## src/rtl/serial_add_ctrl.sv

```systemverilog
// Bit-serial adder controller: sequences an external 1-bit full adder
// LSB first over WIDTH clocks and returns the sum with a busy/done handshake.
module serial_add_ctrl #(
  parameter int WIDTH = 8
) (
  input  logic             clk,
  input  logic             resetb,
  input  logic             start,
  input  logic [WIDTH-1:0] a_in,
  input  logic [WIDTH-1:0] b_in,
  input  logic             cin_in,
  output logic             fa_a,
  output logic             fa_b,
  output logic             fa_cin,
  input  logic             fa_s,
  input  logic             fa_co,
  output logic             busy,
  output logic             done,
  output logic [WIDTH-1:0] sum_out,
  output logic             cout_out
);

  localparam int CW = $clog2(WIDTH + 1);

  typedef enum logic [1:0] {
    IDLE = 2'd0,
    RUN  = 2'd1,
    DONE = 2'd2
  } state_t;

  state_t           state, state_nxt;
  logic [WIDTH-1:0] a_sh, b_sh, s_sh;
  logic             carry;
  logic [CW-1:0]    cnt;
  logic             last_bit;

  assign last_bit = (cnt == CW'(WIDTH - 1));

  // NOTE: sequential state uses non-blocking (<=) so every register samples
  // pre-edge values regardless of statement order.
  always_ff @(posedge clk) begin
    if (!resetb) state <= IDLE;
    else         state <= state_nxt;
  end

  // NOTE: next state defaults to the current state first, so no path through
  // the case leaves it unassigned and no latch is inferred.
  always_comb begin
    state_nxt = state;
    unique case (state)
      IDLE:    if (start) state_nxt = RUN;
      RUN:     if (last_bit) state_nxt = DONE;
      DONE:    state_nxt = IDLE;
      default: state_nxt = IDLE;
    endcase
  end

  assign busy   = (state == RUN);
  assign done   = (state == DONE);
  // Adder inputs come only from registers and are forced low outside RUN.
  assign fa_a   = busy & a_sh[0];
  assign fa_b   = busy & b_sh[0];
  assign fa_cin = busy & carry;

  always_ff @(posedge clk) begin
    if (!resetb) begin
      a_sh     <= '0;
      b_sh     <= '0;
      s_sh     <= '0;
      carry    <= 1'b0;
      cnt      <= '0;
      sum_out  <= '0;
      cout_out <= 1'b0;
    end else begin
      unique case (state)
        IDLE: begin
          if (start) begin
            a_sh     <= a_in;
            b_sh     <= b_in;
            s_sh     <= '0;
            carry    <= cin_in;
            cnt      <= '0;
            sum_out  <= '0;
            cout_out <= 1'b0;
          end
        end
        RUN: begin
          a_sh  <= a_sh >> 1;
          b_sh  <= b_sh >> 1;
          s_sh  <= {fa_s, s_sh[WIDTH-1:1]};
          carry <= fa_co;
          cnt   <= cnt + CW'(1);
          if (last_bit) begin
            sum_out  <= {fa_s, s_sh[WIDTH-1:1]};
            cout_out <= fa_co;
          end
        end
        default: ;
      endcase
    end
  end

endmodule
```

## config.mk

```make
export PLATFORM = sky130hd
export DESIGN_NAME = serial_add_ctrl
export DESIGN_NICKNAME = d
export VERILOG_FILES = /design/src/rtl/serial_add_ctrl.sv
export SDC_FILE = /design/constraint.sdc
export NUM_CORES = 1
export LEC_CHECK = 0
export ABC_CLOCK_PERIOD_IN_PS = 1700
export CORE_MARGIN = 3
export CORE_UTILIZATION = 25
export CTS_BUF_LIST = sky130_fd_sc_hd__clkbuf_4 sky130_fd_sc_hd__clkbuf_8
export DETAILED_ROUTE_END_ITERATION = 7
export PLACE_DENSITY_LB_ADDON = 0.05
export SYNTH_ARGS = -nofsm -noshare
export SYNTH_HDL_FRONTEND = slang
export SYNTH_SLANG_ARGS = --single-unit
```

## constraint.sdc

```tcl
create_clock -name clk -period 1.7 [get_ports clk]
set_clock_uncertainty 0.2 [all_clocks]
set_input_delay 0.51 -clock clk [delete_from_list [all_inputs] [get_ports clk]]
set_output_delay 0.51 -clock clk [all_outputs]
set_load 0.01 [all_outputs]
```

# ---- After elaboration in Yosys (flattened, before gate mapping)
# Index checks and enable logic that the tools add are counted.
dict set report totals {
  output_inout_bits 14
  reg_bits 40
  in_bits 22
}
dict set report op_classes {
  muxes 18
  n_eq_ne 5
  n_addsub 1
  n_reduce_logical 5
  bitwise 3
}
# operator n
set ops {}
lappend ops {{8-bit case mux with 2 select lines} 4}
lappend ops {{8-bit 2-to-1 mux} 4}
lappend ops {{4-bit case mux with 2 select lines} 1}
lappend ops {{4-bit by 1-bit adder with 4-bit output (second input constant)} 1}
lappend ops {{4-bit by 3-bit equality test with 1-bit output (second input constant)} 1}
lappend ops {{2-bit 2-to-1 mux} 2}
lappend ops {{4-bit 2-to-1 mux} 1}
lappend ops {{1-bit case mux with 2 select lines} 2}
lappend ops {{2-bit case mux with 2 select lines} 1}
lappend ops {{2-bit AND reduction} 2}
lappend ops {{1-bit AND} 3}
lappend ops {{1-bit 2-to-1 mux} 3}
lappend ops {{3-bit AND reduction} 1}
lappend ops {{2-bit by 1-bit equality test with 1-bit output (second input constant)} 1}
lappend ops {{2-bit equality test (second input constant)} 1}
lappend ops {{2-bit logical NOT} 1}
lappend ops {{2-bit by 1-bit inequality test with 1-bit output (second input constant)} 1}
lappend ops {{2-bit inequality test (second input constant)} 1}
lappend ops {{2-bit nonzero test} 1}

# ---- Logic depth before layout (Yosys ltp)
dict set report logic_depth {
  ltp_word 3
  ltp_mapped 6
}

# ---- Worst setup path before layout
# No wires, ideal clock.
dict set report synth_path {
  path_kind {reg2out}
  from {register state[0]}
  to {output fa_a}
  slack_ps -56
  arrival_time_ps 1046
  required_time_ps 990
  n_path_buf 2
  stages_incl_launch_ff 6
  path_cell_list {dfxtp_1 > buf_6 > nand2b_1 > inv_2 > buf_2 > and2_1}
}
dict set report synth_via {
  elab_chain_len 2
}
# element line
set synth_lines {}
lappend synth_lines {{start: declaration} 31} ;# state_t state, state_nxt;
lappend synth_lines {{start signal: assignment} 43} ;# else state <= state_nxt;
lappend synth_lines {{2-bit by 1-bit equality test with 1-bit output} 58} ;# assign busy = (state == RUN);
lappend synth_lines {{via busy} 17} ;# output logic busy,
lappend synth_lines {{1-bit AND} 61} ;# assign fa_a = busy & a_sh[0];
lappend synth_lines {{end: declaration} 12} ;# output logic fa_a,
# The timed path passes the listed nets, and every way through them passes these cells.

# ---- Final worst setup path
dict set report layout_path {
  from {register state[1]}
  to {output fa_cin}
}
dict set report layout_via {
  elab_chain_len 2
}
# element line
set layout_lines {}
lappend layout_lines {{2-bit by 1-bit equality test with 1-bit output} 58}
lappend layout_lines {{1-bit AND} 63} ;# assign fa_cin = busy & carry;
lappend layout_lines {{end: declaration} 14} ;# output logic fa_cin,
# Every way passes these cells.

==> results.json <==
{
  "outcome": "finished, violations left",
  "violations": "setup timing",
  "cts_tree": "built",
  "synthMuxAreaShare_pct": 0,
  "htree_levels": 2,
  "layout-drive-gt1-share_pct": 25.44,
  "met1_usage_pct": 16.91,
  "cts-root-buf": "clkbuf_8",
  "grt_max_degree": 19,
  "synth_top_area_share_pct": 50.04,
  "routed_via_density": 5.023,
  "fmax_ghz": 0.5645,
  "die_y_um": 85,
  "postLayoutSetupSlackWorst_ns": -0.07156,
  "final.setup.tns_ns": -0.3170,
  "hpwl_mm": 3.125,
  "areaGrowthSynthToFinish_pct": 49.96,
  "synth_top_family_by_area": "compound AO/OA/AOI/OAI gates",
  "yosys.area_share.simple_pct": 12.75,
  "fin_crit_ns": 1.772,
  "cp.required_ns": 0.99,
  "synth_commonest_cells": "dfxtp_1, nor2_1, a21oi_1",
  "power_density_mw_per_mm2": 813.1,
  "drc": 0,
  "synth_compound_area_share_pct": 30.87,
  "synth-xor-area-share_pct": 0,
  "num_rows": 28,
  "hold_violations": 0,
  "drtIter0Drc": 61,
  "worstPathCellList": "nand2b_4 > inv_6 > and2_4 > buf_6",
  "grt_first_pass_wirelength_mm": 7.224,
  "avgSynthCellArea_um2": 9.287,
  "slew_viol_final": 0,
  "ys.flop_type": "dfxtp_1",
  "ys_seq_elements": 39,
  "grtUsageMet2_pct": 19.49,
  "wl_per_cell_um": 15.01,
  "max_slew_margin_pct": 71.81,
  "yosysTopAreaCell": "dfxtp_1",
  "ios": 36,
  "clk_latency_ns": 0.28,
  "grt_pass1_vias": 1456,
  "antenna_found_initial": 0,
  "yosysSeqAreaShare_pct": 50.04,
  "die_area_mm2": 0.007225,
  "netlist_instances": 168,
  "path_class": "flip-flop to output pin",
  "numCtsBuffers": 5,
  "die_x_um": 85,
  "ys_top_cells_by_area": "dfxtp_1, o2bb2ai_1, nor2_1",
  "power_uw": 1902,
  "first_pass_iters": 4,
  "drt-total-wl_mm": 4.547,
  "yosys.area_share.adder_pct": 0.8019,
  "synth_fp_nets": 191,
  "n_antenna_cell": 0,
  "drv_cap": 0,
  "initial_core_util_pct": 26.04,
  "cts_hold_buffers": 0,
  "core-area_mm2": 0.005991,
  "tightest_slew_ns": 0.4223,
  "final_nets": 251,
  "place.gp.congestion": 0.7558,
  "clockBufferDepth": 2,
  "drtAntennaViolNets": 0,
  "final-setup-viol-count": 5,
  "start_kind": "flip-flop",
  "met3_usage_pct": 4.078,
  "grt_busiest_layer": "met2",
  "peakVddDrop_uv": 452.7,
  "fin_crit_sh_pct": 104.2,
  "cp_slowest_stage_delay_ns": 0.32,
  "grt_use_total_pct": 12.55,
  "hold_class": "flip-flop to flip-flop",
  "synth_cell_types": 33,
  "endpoint_kind": "output pin",
  "holdWs_ns": 0.2553,
  "rsz0062_at_grt": "yes",
  "critPathArrivalTime_ns": 1.06,
  "netlist_area_mm2": 0.001560,
  "yosys_warnings": 0,
  "clk_pin_slew_ns": 0.08,
  "cts_num_sinks": 39,
  "yosysMostFrequentCell": "dfxtp_1",
  "crit_path_max_fanout": 5,
  "final_util_pct": 39.06,
  "grt-ovfl-total": 0,
  "p_leak_uw": 0.0009651,
  "io_buffers": 35,
  "synthArstFlopShare_pct": 0,
  "critPathSlowestCell": "dfxtp_2",
  "vias": 1522,
  "synth_edf_count": 0
}
## kinds of logic after synthesis
group / count (synthesis)
AOI/OAI and AO/OA: 71
and+or+nand+nor: 40
DFF: 39
buffers and inverters: 17
adders and majority gates: 1
## per-stage QoR
stage	area [um^2]	std cells	setup slack, ns
after global routing	2340	303	-0.1386
after global placement	2091	286	-0.4282
after detailed placement	2091	286	-0.4610
final	2340	303	-0.07156
after floorplan	1567	168	0.01649
after CTS	2218	295	-0.09828
## worst paths after layout
kind / endpoint / start / slack (ns) / depth (start not counted)
min: cnt[0]$_SDFFE_PN0P_ / cnt[0]$_SDFFE_PN0P_ / 0.26 / 1
max reg2reg: sum_out[5]$_SDFFE_PN0P_ / state[0]$_SDFFE_PN0P_ / 0.02 / 5
max: fa_cin / state[1]$_SDFFE_PN0P_ / -0.07 / 4
min reg2reg: cnt[0]$_SDFFE_PN0P_ / cnt[0]$_SDFFE_PN0P_ / 0.26 / 1
## worst max-delay path, delay by kind of cell, from the launching register on
kind	cells	cell delay, ns
DFF	1	0.32
and+or+nand+nor	2	0.29
buffers and inverters	2	0.16
## layer usage
metal / share of wire [%] / vias to the layer above
met4: 0.79 / 0
met1: 47 / 727
li1: - / 733
met5: 0 / -
met3: 5.5 / 6
met2: 47 / 56
## sequential cells by signal, summed over array words and instances, names as in the netlist
register  count
s_sh          7
a_sh          8
cout_out      1
b_sh          8
sum_out       8
cnt           4
state         2
carry         1
## cell usage in the layout, fill, tap and decap left out, drive strengths merged
| master | n |
|---|---|
| o21bai | 1 |
| nor2 | 23 |
| a31o | 2 |
| and3 | 1 |
| a22oi | 10 |
| dlygate4sd2 | 11 |
| o2bb2ai | 11 |
| o21ba | 1 |
| a22o | 7 |
| nand3 | 2 |
| dfxtp | 39 |
| o22ai | 3 |
| clkdlybuf4s50 | 19 |
| inv | 3 |
| ha | 1 |
| nor3b | 1 |
| a21oi | 17 |
| o21ai | 15 |
| nand2 | 2 |
| nand4b | 1 |
| clkinvlp | 1 |
| a31oi | 1 |
| buf | 35 |
| clkinv | 1 |
| a211oi | 1 |
| and4b | 1 |
| nand2b | 2 |
| a32o | 2 |
| and2 | 5 |
| clkbuf | 6 |
| o211a | 1 |
| or3 | 1 |
| nor3 | 1 |
## power by group
part | internal [uW] | switching (uW) | total [uW]
Combinational | 163 | 134 | 297
Clock | 319 | 309 | 628
Sequential | 954 | 23.4 | 978
## area by class of cell
cell class / count / area (um^2)
Multi-Input combinational cell: 113 / 744.5
Inverter: 4 / 26.28
Tap cell: 75 / 93.84
Timing Repair Buffer: 65 / 600.6
Clock inverter: 1 / 5.005
Fill cell: 609 / 3651
Sequential cell: 39 / 787.0
Clock buffer: 6 / 82.58
## repair_timing
| action | CTS | global route |
|---|---|---|
| endpoints found under the setup margin | 43 | 14 |
| gates resized for setup | 48 | 12 |
| setup buffers | 2 | 7 |
| pin swaps | 1 | 13 |
| cloned | 0 | 1 |
Power figures use the tool's default switching activity.
